`src/rtl/div_arbiter.sv`:
```
// Two-port round-robin front end for a shared iterative Divider; one request in flight.
// Define DIV_ARBITER_SIGNED_EN to compile in signed operand/result handling.
module div_arbiter #(
  parameter int unsigned W = 32
) (
  input  logic         clk,
  input  logic         reset,
  input  logic         req_valid_0,
  input  logic         req_valid_1,
  output logic         req_ready_0,
  output logic         req_ready_1,
  input  logic [W-1:0] req_dividend_0,
  input  logic [W-1:0] req_divisor_0,
  input  logic [W-1:0] req_dividend_1,
  input  logic [W-1:0] req_divisor_1,
  input  logic         req_signed_0,
  input  logic         req_signed_1,
  output logic         resp_valid,
  output logic         resp_id,
  output logic [W-1:0] resp_quotient,
  output logic [W-1:0] resp_remainder,
  output logic         resp_div_by_zero,
  input  logic         resp_ready,
  output logic         div_launch,
  output logic [W-1:0] div_dividend,
  output logic [W-1:0] div_divisor,
  input  logic         div_busy,
  input  logic         div_by_zero,
  input  logic [W-1:0] div_quotient,
  input  logic [W-1:0] div_remainder
);

  typedef enum logic [1:0] {IDLE, LAUNCH, WAIT, RESP} state_t;

  state_t       state_q, state_d;
  logic         ptr_q, ptr_d;
  logic         id_q, id_d;
  logic [W-1:0] dvd_q, dvd_d;
  logic [W-1:0] dvs_q, dvs_d;
  logic [W-1:0] quo_q, quo_d;
  logic [W-1:0] rem_q, rem_d;
  logic         dbz_q, dbz_d;
  logic         grant;
  logic         accept;
  logic [W-1:0] fix_quo, fix_rem;

`ifdef DIV_ARBITER_SIGNED_EN
  logic sgn_q, sgn_d;
  logic dvd_neg, dvs_neg;

  // dvd_q/dvs_q keep the original operands; the Divider only ever sees magnitudes.
  assign dvd_neg      = sgn_q & dvd_q[W-1];
  assign dvs_neg      = sgn_q & dvs_q[W-1];
  assign div_dividend = dvd_neg ? -dvd_q : dvd_q;
  assign div_divisor  = dvs_neg ? -dvs_q : dvs_q;
  assign fix_quo      = (dvd_neg ^ dvs_neg) ? -div_quotient : div_quotient;
  assign fix_rem      = dvd_neg ? -div_remainder : div_remainder;

  always_comb begin
    sgn_d = sgn_q;
    if (accept) sgn_d = grant ? req_signed_1 : req_signed_0;
  end

  always_ff @(posedge clk or posedge reset) begin
    if (reset) sgn_q <= 1'b0;
    else       sgn_q <= sgn_d;
  end
`else
  logic unused_signed;

  assign unused_signed = req_signed_0 ^ req_signed_1;
  assign div_dividend  = dvd_q;
  assign div_divisor   = dvs_q;
  assign fix_quo       = div_quotient;
  assign fix_rem       = div_remainder;
`endif

  // On a tie the pointer decides; otherwise whichever single requester is valid.
  assign grant       = (req_valid_0 && req_valid_1) ? ptr_q : req_valid_1;
  assign req_ready_0 = (state_q == IDLE) && !reset && req_valid_0 && !grant;
  assign req_ready_1 = (state_q == IDLE) && !reset && req_valid_1 && grant;
  assign accept      = req_ready_0 | req_ready_1;

  always_comb begin
    state_d = state_q;
    ptr_d   = ptr_q;
    id_d    = id_q;
    dvd_d   = dvd_q;
    dvs_d   = dvs_q;
    quo_d   = quo_q;
    rem_d   = rem_q;
    dbz_d   = dbz_q;
    unique case (state_q)
      IDLE: begin
        if (accept) begin
          id_d    = grant;
          dvd_d   = grant ? req_dividend_1 : req_dividend_0;
          dvs_d   = grant ? req_divisor_1  : req_divisor_0;
          state_d = LAUNCH;
        end
      end
      LAUNCH: state_d = WAIT;
      WAIT: begin
        if (div_by_zero) begin
          quo_d   = '1;
          rem_d   = dvd_q;
          dbz_d   = 1'b1;
          state_d = RESP;
        end else if (!div_busy) begin
          quo_d   = fix_quo;
          rem_d   = fix_rem;
          dbz_d   = 1'b0;
          state_d = RESP;
        end
      end
      RESP: begin
        if (resp_ready) begin
          ptr_d   = ~id_q;
          state_d = IDLE;
        end
      end
      default: state_d = IDLE;
    endcase
  end

  always_ff @(posedge clk or posedge reset) begin
    if (reset) begin
      state_q <= IDLE;
      ptr_q   <= 1'b0;
      id_q    <= 1'b0;
      dvd_q   <= '0;
      dvs_q   <= '0;
      quo_q   <= '0;
      rem_q   <= '0;
      dbz_q   <= 1'b0;
    end else begin
      state_q <= state_d;
      ptr_q   <= ptr_d;
      id_q    <= id_d;
      dvd_q   <= dvd_d;
      dvs_q   <= dvs_d;
      quo_q   <= quo_d;
      rem_q   <= rem_d;
      dbz_q   <= dbz_d;
    end
  end

  assign resp_valid       = (state_q == RESP);
  assign resp_id          = id_q;
  assign resp_quotient    = quo_q;
  assign resp_remainder   = rem_q;
  assign resp_div_by_zero = dbz_q;
  assign div_launch       = (state_q == LAUNCH);

endmodule

```
`config.mk`:
```
export PLATFORM = sky130hd
export DESIGN_NAME = div_arbiter
export DESIGN_NICKNAME = d
export VERILOG_FILES = /design/src/rtl/div_arbiter.sv
export SDC_FILE = /design/constraint.sdc
export NUM_CORES = 1
export LEC_CHECK = 0
export ABC_AREA = 1
export ABC_CLOCK_PERIOD_IN_PS = 8200
export CORE_MARGIN = 10
export CORE_UTILIZATION = 44
export CTS_BUF_LIST = sky130_fd_sc_hd__clkbuf_16
export DETAILED_ROUTE_END_ITERATION = 12
export PLACE_DENSITY = 0.87
export SLEW_MARGIN = 20
export SYNTH_ARGS = -nofsm -noshare
export SYNTH_HDL_FRONTEND = slang
export SYNTH_SLANG_ARGS = --single-unit
```
`constraint.sdc`:
```
create_clock -name clk -period 8.2 [get_ports clk]
set_input_delay 0.82 -clock clk [delete_from_list [all_inputs] [get_ports clk]]
set_output_delay 0.82 -clock clk [all_outputs]
set_load 0.01 [all_outputs]
```
==> results of run 1 <==
## layer usage
layer / routed length [um] / GRT usage
met4: 535 / 0.0844
met2: 12600 / 0.411
met1: 9570 / 0.265
met3: 2670 / 0.0977
met5: 0 / 0
## state kept, by name, indices dropped and copies added (netlist names)
signal            cells
resp_remainder       32
state_q               2
div_divisor          32
div_dividend         32
resp_div_by_zero      1
ptr_q                 1
resp_id               1
resp_quotient        32
## how the worst max path moves through the flow
| stage | end | from | depth (start not counted) | slack [ns] |
|---|---|---|---|---|
| floorplan | req_ready_0 | reset | 6 | 2.80 |
| global placement | resp_div_by_zero | div_by_zero | 9 | 4.31 |
| detailed placement | resp_div_by_zero | div_by_zero | 9 | 4.32 |
| CTS | req_ready_0 | req_valid_0 | 5 | 4.30 |
| global route | req_ready_0 | reset | 7 | 4.19 |
| finish | req_ready_0 | req_valid_0 | 5 | 4.31 |
## power by group
| group | internal, uW | total, uW | switching, uW |
|---|---|---|---|
| Clock | 536 | 820 | 284 |
| Combinational | 847 | 1690 | 844 |
| Sequential | 981 | 1190 | 211 |
| Total | 2360 | 3700 | 1340 |
## per-stage QoR
stage          std cells  area (um2)  setup slack (ns)
2_1_floorplan        842        6720              2.80
3_3_place_gp        1312       10000              4.31
3_5_place_dp        1312       10000              4.32
4_1_cts             1344       10700              4.30
5_1_grt             1344       10700              4.19
6_report            1344       10700              4.31
## cell families after synthesis
group / count (synthesis) / synth area share
flops: 133 / 0.495
fa+ha+maj: 5 / 0.00931
simple gates: 500 / 0.340
compound gates: 70 / 0.0646
buf+inv: 134 / 0.0903
## final cells by class
class	instances	area, um2
tap	188	235
timing repair buffer	341	3380
clock buffer	17	425
inverter	75	287
multi-input combinational	575	2800
sequential	133	3330
fill	1175	4420
clock inverter	15	211
## critical path, cell delays in order
cell and delay, ns:
clkdlybuf4s50_1 0.49, nand2_2 0.38, buf_4 0.44, a21oi_1 0.29, clkdlybuf4s50_1 0.60
## cell usage in the layout, fill, tap and decap left out
cell type / instances
nand2_1: 329
clkbuf_16: 17
inv_1: 72
o21ai_0: 33
clkinv_4: 3
o211ai_1: 32
o21bai_1: 1
inv_2: 3
bufinv_16: 5
a31oi_1: 1
a21oi_1: 2
clkdlybuf4s50_1: 330
inv_6: 2
nor2_4: 1
buf_4: 9
nand3_1: 67
clkinv_2: 3
clkinv_1: 2
ha_1: 5
dfrtp_1: 133
or2_2: 33
nand2_2: 2
nor2_1: 4
nand3b_1: 64
buf_2: 2
a21oi_4: 1
==> flow_metrics.py, run 1 <==
metrics = {
    "final_layout": {
        "post_route_cells_drive_above_1_share": 0.0701,
        "utilization": 0.707,
        "nets": 1349,
        "area_delta_synth_final_pct": 58.9,
        "antenna_cells": 0,
    },
    "worst_setup_path": {
        "crit_arrival_ns": 3.07,
        "crit_fanout": 41,
        "r2r-start": "state_q[0]",
        "crit_required_ns": 7.38,
        "start_kind": "primary input",
        "ff2ff_setup_slack_ns": 5.54,
        "criticalPathCategory": "in2out",
        "worst_r2r_path_depth": 9,
        "r2r-end": "resp_div_by_zero",
        "worstSetupEndpointType": "primary output",
    },
    "synthesis": {
        "synth_top_cells_by_count": "nand2_1 (331), dfrtp_1 (133), inv_1 (73)",
        "synth-seq-cells": 133,
        "synthCells": 842,
        "async_reset_ff_frac": 1.00,
        "yosysSeqAreaShare": 0.495,
        "yosys-top-cells-area": "dfrtp_1 (50%), nand2_1 (18%), nand3b_1 (7.2%)",
        "synth.avg_cell_area_um2": 7.98,
        "synth_top_area_share": 0.495,
        "synth_top_area_cell": "dfrtp_1",
        "synth-edff-count": 0,
        "synth-main-ff-cell": "dfrtp_1",
        "synth_warnings": 0,
        "synthDistinctLibCells": 19,
        "synth_most_common_cell": "nand2_1",
        "postSynthNetCount": 1048,
        "syn_area_um2": 6720,
    },
    "global_route": {
        "grt_max_degree": 75,
        "grt_usage": 0.241,
        "overflow": 0,
        "grt_pass1_vias": 6956,
        "grt_pass1_wl_um": 38500,
        "antenna_found_initial": 0,
    },
    "floorplanning": {
        "rows": 45,
        "start_util": 0.445,
        "dieWidth_um": 144,
        "die_h_um": 144,
        "ios": 335,
        "coreArea_um2": 15100,
        "dieArea_um2": 20600,
    },
    "placed_design": {
        "portBuffers": 332,
        "gp_congestion": 0.851,
        "dp_hpwl_um": 18100,
    },
    "cts": {
        "hold_buffers": 0,
        "clock_path_buffers": 2,
        "clockRootBuffer": "clkbuf_16",
        "cts_made_buffers": 17,
        "clkSlewWorstSetupHoldPaths_ns": 0.05,
        "cts_sinks": 133,
        "h-tree-depth": 4,
        "cts_tree": "built",
        "cts-resized-gates": 0,
        "cts_setup_buffers": 0,
        "clk_latency_ns": 0.42,
    },
    "drt": {
        "wl_per_cell_um": 18.9,
        "viasPerCell": 5.04,
        "drt_first_iter_violations": 363,
        "vias": 6779,
        "drtAntennaViolNets": 0,
        "wl_um": 25400,
        "drc": 0,
        "drt-pass1-iter-count": 4,
    },
    "run_status": {
        "status": "finished clean",
    },
    "sta": {
        "setup_viol": 0,
        "worst_slew_pin_slew_ns": 0.930,
        "finalSetupTns_ns": 0,
        "rsz0062_at_grt": "no",
        "fmax_ghz": 0.257,
        "fin_crit_sh": 0.474,
        "finalHoldViolCount": 0,
        "fin_worst_skew_ns": 0.00538,
        "hold-worst-slack_ns": 0.477,
        "report.final.slew_viol_count": 0,
        "slew_headroom": 0.380,
        "finalCriticalPeriod_ns": 3.89,
    },
    "power": {
        "powerDensity_nw_per_um2": 347,
        "ir_drop_uv": 167,
        "p_leak_uw": 0.00518,
        "report.power.total_uw": 3700,
    },
    "run": {
        "drv_cap": 0,
    },
    "worst_hold_path": {
        "min_path_cells": 2,
        "min_from": "resp_remainder[14]",
        "hold_end": "resp_remainder[14]",
        "hp-class": "reg2reg",
    },
}
Power figures use the tool's default switching activity.
==> run 2: changes to the inputs <==
- ABC_CLOCK_PERIOD_IN_PS: 8200 -> 3300
- CORE_UTILIZATION: 44 -> 37
- PLACE_DENSITY: 0.87 -> 0.78
- clock period: 8.2 -> 3.3 ns (I/O delays scaled with it)
==> flow_metrics.py, run 2 (synthesis results as in run 1) <==
metrics = {
    "cts": {
        "cts-resized-gates": 0,
        "cts_setup_buffers": 0,
        "clk_latency_ns": 0.41,
        "cts_tree": "built",
        "h-tree-depth": 4,
        "hold_buffers": 0,
        "cts_made_buffers": 17,
        "cts_sinks": 133,
        "clkSlewWorstSetupHoldPaths_ns": 0.06,
        "clock_path_buffers": 2,
        "clockRootBuffer": "clkbuf_16",
    },
    "final_layout": {
        "nets": 1351,
        "final_cell_mix": "clkdlybuf4s50_1 (330), nand2_1 (329), dfrtp_1 (133), inv_1 (73), nand3_1 (67)",
        "antenna_cells": 0,
        "area_delta_synth_final_pct": 60.6,
        "multi_input_comb_area_um2": 2800,
        "n_fill_cell": 1555,
        "final_common_cell": "clkdlybuf4s50_1",
        "regArea_um2": 3330,
        "finish.instance_area_um2": 10800,
        "stdcell_count": 1387,
        "post_route_cells_drive_above_1_share": 0.0717,
    },
    "sta": {
        "rsz0062_at_grt": "no",
        "finalHoldViolCount": 0,
        "fin_worst_skew_ns": 0.00632,
        "finalSetupTns_ns": 0,
        "report.final.slew_viol_count": 0,
        "setup_viol": 0,
        "worst_slew_pin_slew_ns": 0.887,
        "fin_ws_ns": 0.779,
        "fmax_ghz": 0.397,
        "fin_crit_sh": 0.764,
        "finalCriticalPeriod_ns": 2.52,
        "slew_headroom": 0.409,
    },
    "drt": {
        "wl_um": 25600,
        "wl_per_cell_um": 18.4,
        "drt_first_iter_violations": 337,
        "drc": 0,
        "vias": 6752,
        "drt-pass1-iter-count": 6,
        "viasPerCell": 4.87,
        "drtAntennaViolNets": 0,
    },
    "placed_design": {
        "dpl_cell_area_um2": 10100,
        "dp_hpwl_um": 18000,
        "gp_congestion": 0.829,
        "place_ws_ns": 0.831,
        "portBuffers": 332,
        "dp_cells": 1355,
    },
    "global_route": {
        "grt_usage": 0.206,
        "antenna_found_initial": 0,
        "grt_pass1_vias": 6793,
        "overflow": 0,
        "grt_max_degree": 70,
        "grt_pass1_wl_um": 39100,
    },
    "worst_setup_path": {
        "crit_required_ns": 2.97,
        "worstSetupEndpointType": "primary output",
        "crit_fanout": 4,
        "cp_slowest_cell": "clkdlybuf4s50_1",
        "crit_arrival_ns": 2.19,
        "path_cells": "inv_1 -> ha_1 -> nand2_1 -> nor2_4 -> inv_2 -> a21oi_1 -> clkdlybuf4s50_1",
        "start_kind": "flip-flop",
        "criticalPathCategory": "reg2out",
        "critPathMaxStageDelay_ns": 0.63,
    },
    "floorplanning": {
        "rows": 49,
        "ios": 335,
        "dieArea_um2": 23900,
        "start_util": 0.375,
        "die_h_um": 155,
        "coreArea_um2": 17900,
        "dieWidth_um": 155,
    },
    "run": {
        "drv_cap": 0,
    },
    "power": {
        "ir_drop_uv": 464,
        "p_leak_uw": 0.00521,
        "report.power.total_uw": 9330,
        "powerDensity_nw_per_um2": 865,
    },
    "worst_hold_path": {
        "hp-class": "reg2reg",
    },
    "run_status": {
        "status": "finished clean",
    },
}
==> run 2: changes by cell type in the layout (fill, tap and decap cells not counted) <==
cell	before	now
buf_4	9	11
bufinv_16	5	7
clkinv_1	2	1
clkinv_2	3	1
clkinv_4	3	4
clkinvlp_4	0	1
inv_1	72	73
inv_2	3	2
inv_4	0	1
inv_6	2	0
==> run 2: stage by stage <==
step / util / hold WS (ns)
after floorplan: - / 0.437
after detailed placement: 0.564 / 0.464
after global placement: 0.564 / 0.460
after CTS: 0.603 / 0.481
after global routing: 0.603 / 0.491
final: 0.603 / 0.476
==> run 2: path summary, 6_finish.rpt <==
| kind | start | depth (start not counted) | slack (ns) | endpoint |
|---|---|---|---|---|
| max | state_q[0] | 7 | 0.78 | req_ready_0 |
| min in group asynchronous | reset | 3 | 0.61 | resp_div_by_zero |
| min | resp_quotient[8] | 2 | 0.48 | resp_quotient[8] |
| max in group asynchronous | reset | 3 | 2.08 | resp_quotient[15] |
| max reg2reg | state_q[0] | 7 | 1.26 | resp_quotient[29] |
| min reg2reg | resp_quotient[8] | 2 | 0.48 | resp_quotient[8] |
==> run 2: per-layer routing <==
metal,vias up,global-route usage,routed length [um]
met3,29,0.0815,2510
met2,294,0.341,12400
li1,3273,-,-
met1,3156,0.237,10200
met4,0,0.0702,467
met5,-,0,0
==> run 2: power breakdown <==
group / total (uW) / switching, uW / leakage, uW / internal (uW)
Sequential: 2950 / 509 / 0.00163 / 2440
Combinational: 4170 / 2060 / 0.00324 / 2100
Clock: 2220 / 730 / 0.000341 / 1490
Total: 9330 / 3300 / 0.00521 / 6030
==> run 2: layout make-up <==
| cell class | count | area share |
|---|---|---|
| tap | 229 | 0.0266 |
| clock buffer | 17 | 0.0394 |
| clock inverter | 15 | 0.0242 |
| multi-input combinational | 575 | 0.260 |
| sequential | 133 | 0.308 |
| timing repair buffer | 343 | 0.315 |
| inverter | 75 | 0.0267 |
==> run 2: critical path: cells and delay by family, from the launching register on <==
family	cells	cell delay [ns]
AND/OR/NAND/NOR	2	0.22
buffers and inverters	3	0.80
adder cells (fa/ha/maj)	1	0.18
flip-flops	1	0.42
AO/OA/AOI/OAI	1	0.18
==> run 3: changes to the inputs <==
- ABC_CLOCK_PERIOD_IN_PS: 3300 -> 2600
- CORE_UTILIZATION: 37 -> 41
- PLACE_DENSITY: 0.78 -> 0.82
- clock period: 3.3 -> 2.6 ns (I/O delays scaled with it)
==> flow_metrics.py, run 3 (synthesis results as in run 1) <==
metrics = {
    "sta": {
        "finalHoldViolCount": 0,
        "hold-worst-slack_ns": 0.193,
        "fmax_ghz": 0.422,
        "slew_headroom": 0.361,
        "fin_crit_sh": 0.912,
        "report.final.slew_viol_count": 0,
        "setup_viol": 0,
        "fin_worst_skew_ns": 0.00803,
        "finalCriticalPeriod_ns": 2.37,
        "rsz0062_at_grt": "no",
        "worst_slew_pin_slew_ns": 0.958,
    },
    "cts": {
        "cts_setup_buffers": 0,
        "cts_made_buffers": 17,
        "cts-resized-gates": 0,
        "clockRootBuffer": "clkbuf_16",
        "clk_latency_ns": 0.41,
        "h-tree-depth": 4,
        "cts_sinks": 133,
        "cts_tree": "built",
        "hold_buffers": 0,
        "clkSlewWorstSetupHoldPaths_ns": 0.06,
        "clock_path_buffers": 2,
    },
    "global_route": {
        "grt_usage": 0.221,
        "grt_max_degree": 134,
        "use_met1": 0.248,
        "top_usage_layer": "met2",
        "overflow": 0,
        "antenna_found_initial": 0,
        "groute.layer.met2.usage": 0.370,
        "met3_usage": 0.0907,
        "grt_pass1_wl_um": 38500,
        "grt_pass1_vias": 6897,
    },
    "drt": {
        "drtAntennaViolNets": 0,
        "wl_per_cell_um": 18.2,
        "vias": 6744,
        "drc": 0,
        "viasPerCell": 4.92,
        "drt-pass1-iter-count": 4,
        "drt_first_iter_violations": 324,
        "wl_um": 25000,
    },
    "power": {
        "p_leak_uw": 0.00518,
        "ir_drop_uv": 573,
        "powerDensity_nw_per_um2": 1080,
    },
    "floorplanning": {
        "die_h_um": 148,
        "ios": 335,
        "rows": 46,
        "dieWidth_um": 148,
        "coreArea_um2": 16000,
        "start_util": 0.420,
        "dieArea_um2": 21900,
    },
    "final_layout": {
        "n_fill_cell": 1358,
        "final_cell_mix": "clkdlybuf4s50_1 (330), nand2_1 (329), dfrtp_1 (133), inv_1 (72), nand3b_1 (64)",
        "area_delta_synth_final_pct": 59.8,
        "finish.instance_area_um2": 10700,
        "nets": 1350,
        "post_route_cells_drive_above_1_share": 0.0753,
        "final_common_cell": "clkdlybuf4s50_1",
        "antenna_cells": 0,
    },
    "worst_hold_path": {
        "hp-class": "in2reg",
    },
    "placed_design": {
        "gp_congestion": 0.853,
        "dp_hpwl_um": 17900,
        "dpl_cell_area_um2": 10100,
        "portBuffers": 332,
    },
    "worst_setup_path": {
        "start_kind": "flip-flop",
        "worstSetupEndpointType": "primary output",
        "criticalPathCategory": "reg2out",
        "crit_arrival_ns": 2.11,
        "crit_required_ns": 2.34,
        "crit_fanout": 4,
    },
    "run": {
        "drv_cap": 0,
    },
    "run_status": {
        "status": "finished clean",
    },
}
[run 3: critical path, stage by stage, from the launching register on]
cell             delay (ns)
dfrtp_1                0.42
inv_1                  0.13
ha_1                   0.18
nand2_1                0.12
nor2_4                 0.11
inv_2                  0.05
a21oi_2                0.14
clkdlybuf4s50_1        0.57
[run 3: area by class of cell]
cell class | count | area [um2] | share of cell area
Inverter | 75 | 287 | 0.0267
Sequential cell | 133 | 3330 | 0.310
Clock buffer | 17 | 425 | 0.0396
Multi-Input combinational cell | 575 | 2830 | 0.263
Timing Repair Buffer | 342 | 3410 | 0.318
Tap cell | 216 | 270 | 0.0252
Clock inverter | 14 | 186 | 0.0174
[run 3: per-stage QoR]
stage | TNS (ns) | std cells | total power (uW) | worst slack (ns) | util
after CTS | 0 | 1372 | 11700 | 0.201 | 0.671
after global placement | 0 | 1341 | 8990 | 0.558 | 0.633
after floorplan | -28.89 | 842 | 6090 | -0.463 | -
after global routing | 0 | 1372 | 12300 | 0.102 | 0.671
after detailed placement | 0 | 1341 | 9120 | 0.519 | 0.633
final | 0 | 1372 | 11600 | 0.229 | 0.671
[run 3: per-layer routing]
layer  vias to the layer above  wire (um)
li1                       3270          -
met3                        35       2600
met5                         -          0
met4                         0        591
met2                       297      12100
met1                      3142       9760
[run 3: path summary, 6_finish.rpt]
path                               startpoint            endpoint  slack (ns)  depth (start not counted)
setup / recovery                   state_q[0]         req_ready_0        0.23                          7
min in group asynchronous               reset      div_divisor[1]        0.46                          3
hold / removal                    req_valid_1             resp_id        0.19                          3
hold reg to reg            resp_remainder[22]  resp_remainder[22]        0.47                          2
max in group asynchronous               reset     div_dividend[7]        1.57                          3
setup reg to reg                   state_q[0]    resp_quotient[4]        0.36                          7
[run 3: report_power, final]
| part | internal, uW | switching, uW |
|---|---|---|
| clock network | 1600 | 904 |
| logic | 2690 | 2620 |
| registers | 3090 | 653 |
| total | 7380 | 4180 |
